==> src/rtl/imem_loader.sv <==
// Serial byte loader that fills the instruction memory and holds the CPU.
// Optional checksum byte support: define IMEM_LOADER_CHECKSUM_EN.
module imem_loader #(
    parameter int ADDR_W = 8
) (
    input  logic              clk,
    input  logic              rst,
    input  logic              start,
    input  logic [ADDR_W-1:0] count,
    input  logic [7:0]        byte_in,
    input  logic              byte_valid,
    output logic              byte_ready,
    output logic              im_we,
    output logic [ADDR_W-1:0] im_addr,
    output logic [15:0]       im_wdata,
    output logic              cpu_hold,
    output logic              busy,
    output logic              done,
    output logic              err
);

`ifdef IMEM_LOADER_CHECKSUM_EN
    typedef enum logic [2:0] {
        S_IDLE, S_HI, S_LO, S_WR, S_CHK, S_DONE
    } state_t;
    localparam state_t S_END = S_CHK;
`else
    typedef enum logic [2:0] {
        S_IDLE, S_HI, S_LO, S_WR, S_DONE
    } state_t;
    localparam state_t S_END = S_DONE;
`endif

    localparam logic [ADDR_W:0]   R_ONE = 1;
    localparam logic [ADDR_W-1:0] A_ONE = 1;

    state_t              r_state;
    state_t              w_next;
    logic [ADDR_W:0]     r_rem;
    logic [ADDR_W-1:0]   r_addr;
    logic [15:0]         r_wdata;
    logic [ADDR_W:0]     w_cnt;
    logic                w_ready;
    logic                w_we;
    logic                w_busy;
    logic                w_done;
    logic                w_load;
    logic                w_xfer;

    // count of zero stands for a full 2^ADDR_W word image
    assign w_cnt  = (count == '0) ? {1'b1, {ADDR_W{1'b0}}}
                                  : {1'b0, count};
    assign w_xfer = byte_valid & w_ready;

    // state register
    always_ff @(posedge clk or negedge rst) begin
        if (!rst) r_state <= S_IDLE;
        else      r_state <= w_next;
    end

    // next-state and handshake/status decode
    always_comb begin
        w_next  = r_state;
        w_ready = 1'b0;
        w_we    = 1'b0;
        w_busy  = 1'b0;
        w_done  = 1'b0;
        w_load  = 1'b0;
        unique case (r_state)
            S_IDLE: begin
                if (start) begin
                    w_next = S_HI;
                    w_load = 1'b1;
                end
            end
            S_HI: begin
                w_ready = 1'b1;
                w_busy  = 1'b1;
                if (byte_valid) w_next = S_LO;
            end
            S_LO: begin
                w_ready = 1'b1;
                w_busy  = 1'b1;
                if (byte_valid) w_next = S_WR;
            end
            S_WR: begin
                w_we   = 1'b1;
                w_busy = 1'b1;
                if (r_rem == R_ONE) w_next = S_END;
                else                w_next = S_HI;
            end
`ifdef IMEM_LOADER_CHECKSUM_EN
            S_CHK: begin
                w_ready = 1'b1;
                w_busy  = 1'b1;
                if (byte_valid) w_next = S_DONE;
            end
`endif
            S_DONE: begin
                w_done = 1'b1;
                if (start) begin
                    w_next = S_HI;
                    w_load = 1'b1;
                end
            end
            default: w_next = S_IDLE;
        endcase
    end

    // word assembly, write address and remaining-word counter
    always_ff @(posedge clk or negedge rst) begin
        if (!rst) begin
            r_rem   <= '0;
            r_addr  <= '0;
            r_wdata <= '0;
        end else begin
            if (w_load) begin
                r_rem  <= w_cnt;
                r_addr <= '0;
            end
            if (w_xfer && r_state == S_HI) r_wdata[15:8] <= byte_in;
            if (w_xfer && r_state == S_LO) r_wdata[7:0]  <= byte_in;
            if (r_state == S_WR) begin
                r_addr <= r_addr + A_ONE;
                r_rem  <= r_rem - R_ONE;
            end
        end
    end

`ifdef IMEM_LOADER_CHECKSUM_EN
    logic [7:0] r_csum;
    logic       r_err;

    // xor of program bytes, compared against the trailing check byte
    always_ff @(posedge clk or negedge rst) begin
        if (!rst) begin
            r_csum <= '0;
            r_err  <= 1'b0;
        end else begin
            if (w_load) begin
                r_csum <= '0;
                r_err  <= 1'b0;
            end
            if (w_xfer && (r_state == S_HI || r_state == S_LO))
                r_csum <= r_csum ^ byte_in;
            if (w_xfer && r_state == S_CHK)
                r_err <= (byte_in != r_csum);
        end
    end

    assign err = r_err;
`else
    assign err = 1'b0;
`endif

    assign byte_ready = w_ready;
    assign im_we      = w_we;
    assign im_addr    = r_addr;
    assign im_wdata   = r_wdata;
    assign busy       = w_busy;
    assign cpu_hold   = w_busy;
    assign done       = w_done;

endmodule

==> config.mk <==
export PLATFORM = sky130hd
export DESIGN_NAME = imem_loader
export DESIGN_NICKNAME = d
export VERILOG_FILES = /design/src/rtl/imem_loader.sv
export SDC_FILE = /design/constraint.sdc
export NUM_CORES = 1
export LEC_CHECK = 0
export ABC_AREA = 1
export CORE_ASPECT_RATIO = 1.2
export CORE_UTILIZATION = 50
export DETAILED_ROUTE_END_ITERATION = 10
export PLACE_DENSITY = 0.82
export SYNTH_ARGS = -nofsm -noshare
export SYNTH_HDL_FRONTEND = slang
export SYNTH_SLANG_ARGS = --single-unit
==> constraint.sdc <==
create_clock -name clk -period 3.4 [get_ports clk]
set_clock_uncertainty 0.05 [all_clocks]
set_input_delay 1.02 -clock clk [delete_from_list [all_inputs] [get_ports clk]]
set_output_delay 1.02 -clock clk [all_outputs]
set_load 0.05 [all_outputs]
==> metrics <==
vias post-DR=1663; Sequential Area=901 um^2; Nets=307; Synth area leaders=dfrtp_1, nand2_1, inv_1; TritonCTS buffer count=5; top cells by count, synth=nand2_1, dfrtp_1, inv_1; HPWL after detailed placement=2930 um; Max Freq=331 MHz; post-synth top area cell=dfrtp_1; placed cells=316; CTS Sinks=36; P_int=1.27 mW; Final ANT Viol Nets=0; Post-CTS Repair Setup Buffers=0; Die Area=4010 um^2; Crit. End Element=primary output; status=finished with violations; Max clock buf depth=2; root buffer cell=clkbuf_8; clock slew at reported path FFs=0.08 ns; sequential power share=29.6%; synthesized area per cell=8.08 um^2; Port Buffers=48; Setup TNS=0 ns; RSZ-0062 raised after global routing=no; final cell count without fillers=324; count leader, synth=nand2_1; Detailed Routing Iterations Pass 1=9; maximum fanout along the worst path=7; synthesis-to-finish area growth=32.2%; largest stage delay on the critical path=0.80 ns; CP Cell Sequence=nor2_2 > inv_1 > nor2_1 > clkdlybuf4s50_1; Synth Instances=233; crit start category=flip-flop; Pwr per Cell Area=996 nW/um^2; Cell variety after synth=29; Fillers=281; register area share after synthesis=47.9%; Post-CTS Hold Buffers=0; R2R depth=6; yosys warns=0; #FFs+latches synth=36; Critical Path Stages=4; Period minus WS final=3.02 ns; htree depth=2; Layout Utilization=69.0%; Synth Flop Type=dfrtp_1; largest net degree at the start of global routing=37; fin crit share=88.7%; Least-Margin Pin Slew=0.524 ns; I/O Pins=50; failing checks=design-rule violations; Placeable Area=3600 um^2; Max Cap Violations=0; first-pass GRT wire length=6830 um; slowest cell on the critical path=clkdlybuf4s50_1; pins over their slew limit=0; Mapped Area=1880 um^2; async set-reset flop share out of synthesis=100%; combinational power share=55.2%; initial antenna violation count=0; net switching power=1.21 mW; Row Count=24; maximum vdd drop=0.692 mV; Hold Path Depth=2; Clock power frac=15.2%; remaining global-route overflow=0; DR WL/cell=12.3 um; leakage power=1.18 nW; CTS tree=built; Power, Total=2.48 mW; Hold WC Path Type=flip-flop to flip-flop; Die H=69.2 um; Placer Congestion=0.832; Hold Fails Final Rpt=0; net count after synthesis=256; top cell type's share of synthesized area=47.9%; Worst slew margin=64.9%; DR vias/cell=5.13; Sw Share=48.7%; later-pin clock latency in the skew report=0.29 ns; fraction of layout instances using a drive strength above 1=11.2%; area of the multi-input gates=797 um^2; Initial DRC Count=49; count of flip-flops with a built-in enable after synthesis=0; CP top delay family=buffers and inverters; number of global-route vias before repair=1559; final WL=3990 um; CP arrival=1.95 ns; number of remaining DRC errors=1; GRT Util Overall=22.2%; initial core utilization=52.2%; final setup vio count=0; antenna diode count=0; CP required=2.33 ns; Chip Width=58.0 um; Worst Path Buf+Inv=2; Resized cells post-CTS=0; crit path kind=flip-flop to primary output
==> area by class of cell <==
cell class                      instances  share of cell area [%]
Clock buffer                            5                    2.77
Multi-Input combinational cell        156                    32.0
Inverter                               35                    5.38
Sequential cell                        36                    36.2
Timing Repair Buffer                   50                    19.9
Tap cell                               39                    1.96
Clock inverter                          3                    1.71
==> placed cells by master (no fill, tap or decap) <==
cell type / netlist / layout
clkdlybuf4s50_1: 0 / 48
o21ai_1: 3 / 3
buf_4: 3 / 2
nor2_1: 22 / 22
dfrtp_1: 36 / 36
clkinv_2: 0 / 1
nand4_2: 1 / 1
nand3_2: 1 / 1
a21oi_1: 5 / 5
nor2_2: 1 / 1
conb_1: 1 / 1
nand2_1: 61 / 61
o21ai_0: 15 / 15
clkbuf_8: 0 / 5
clkinvlp_4: 0 / 1
nand2_2: 1 / 1
inv_2: 6 / 6
xnor2_1: 1 / 1
or2_0: 1 / 1
inv_1: 28 / 28
o211ai_1: 4 / 4
ha_1: 3 / 3
nor3_2: 1 / 1
inv_4: 1 / 1
bufinv_16: 0 / 1
o21bai_1: 1 / 1
o221ai_1: 2 / 2
nand3_4: 1 / 1
o21ai_2: 8 / 8
nand4_1: 4 / 4
nand2_4: 1 / 1
nand3_1: 18 / 18
==> metal layers <==
layer  GRT usage, %  share of wire, %  wire length [um]  up-vias
li1               -                 -                 -      851
met4           8.20               1.8                72        0
met5              0                 0                 0        -
met3           4.10               4.4               174        8
met2           38.3                51              2050       49
met1           27.0                42              1700      755
==> registers in the layout, summed over array words and instances, names as in the netlist <==
register / count
r_rem: 9
im_wdata: 16
im_addr: 8
r_state: 3
==> worst paths after layout <==
check,slack [ns],from,to
worst max-delay path,0.38,r_state[0],done
worst min-delay path,0.44,im_wdata[4],im_wdata[4]
worst max register to register,1.92,r_state[2],im_wdata[0]
worst min register to register,0.44,im_wdata[4],im_wdata[4]
max in group asynchronous,1.88,rst,im_addr[4]
min in group asynchronous,1.09,rst,im_wdata[2]
==> power groups by stage <==
stage | registers [mW] | logic [mW] | clock network [mW]
after floorplan | 1.07 | 0.662 | 0
after global placement | 0.731 | 1.36 | 0
after detailed placement | 0.736 | 1.37 | 0
after CTS | 0.732 | 1.38 | 0.382
after global routing | 0.753 | 1.48 | 0.397
final | 0.733 | 1.37 | 0.376
==> cell families (layout without fill, tap and decap cells) <==
kind of cell	count (synthesis)	in the layout	share of synthesized area, %
AND/OR/NAND/NOR	113	113	26.9
XOR/XNOR	1	1	0.466
AO/OA/AOI/OAI	38	38	12.8
adder cells (fa/ha/maj)	3	3	1.99
other	1	1	0.199
buffers and inverters	41	93	9.77
flip-flops	36	36	47.9
==> worst reg2reg max path: stages, from the launching register on <==
cell and delay (ns):
dfrtp_1 0.42, inv_2 0.14, nand2_1 0.08, inv_2 0.07
nand3_2 0.31, nand2_1 0.22, o21ai_2 0.07
==> per-stage QoR <==
step / instance area, um^2 / hold WS, ns / setup WS (ns)
floorplan: 1880 / 0.457 / 0.802
global placement: 2380 / 0.413 / 0.735
detailed placement: 2380 / 0.421 / 0.698
CTS: 2490 / 0.441 / 0.379
global route: 2490 / 0.447 / 0.303
finish: 2490 / 0.439 / 0.383
Power figures use the tool's default switching activity.
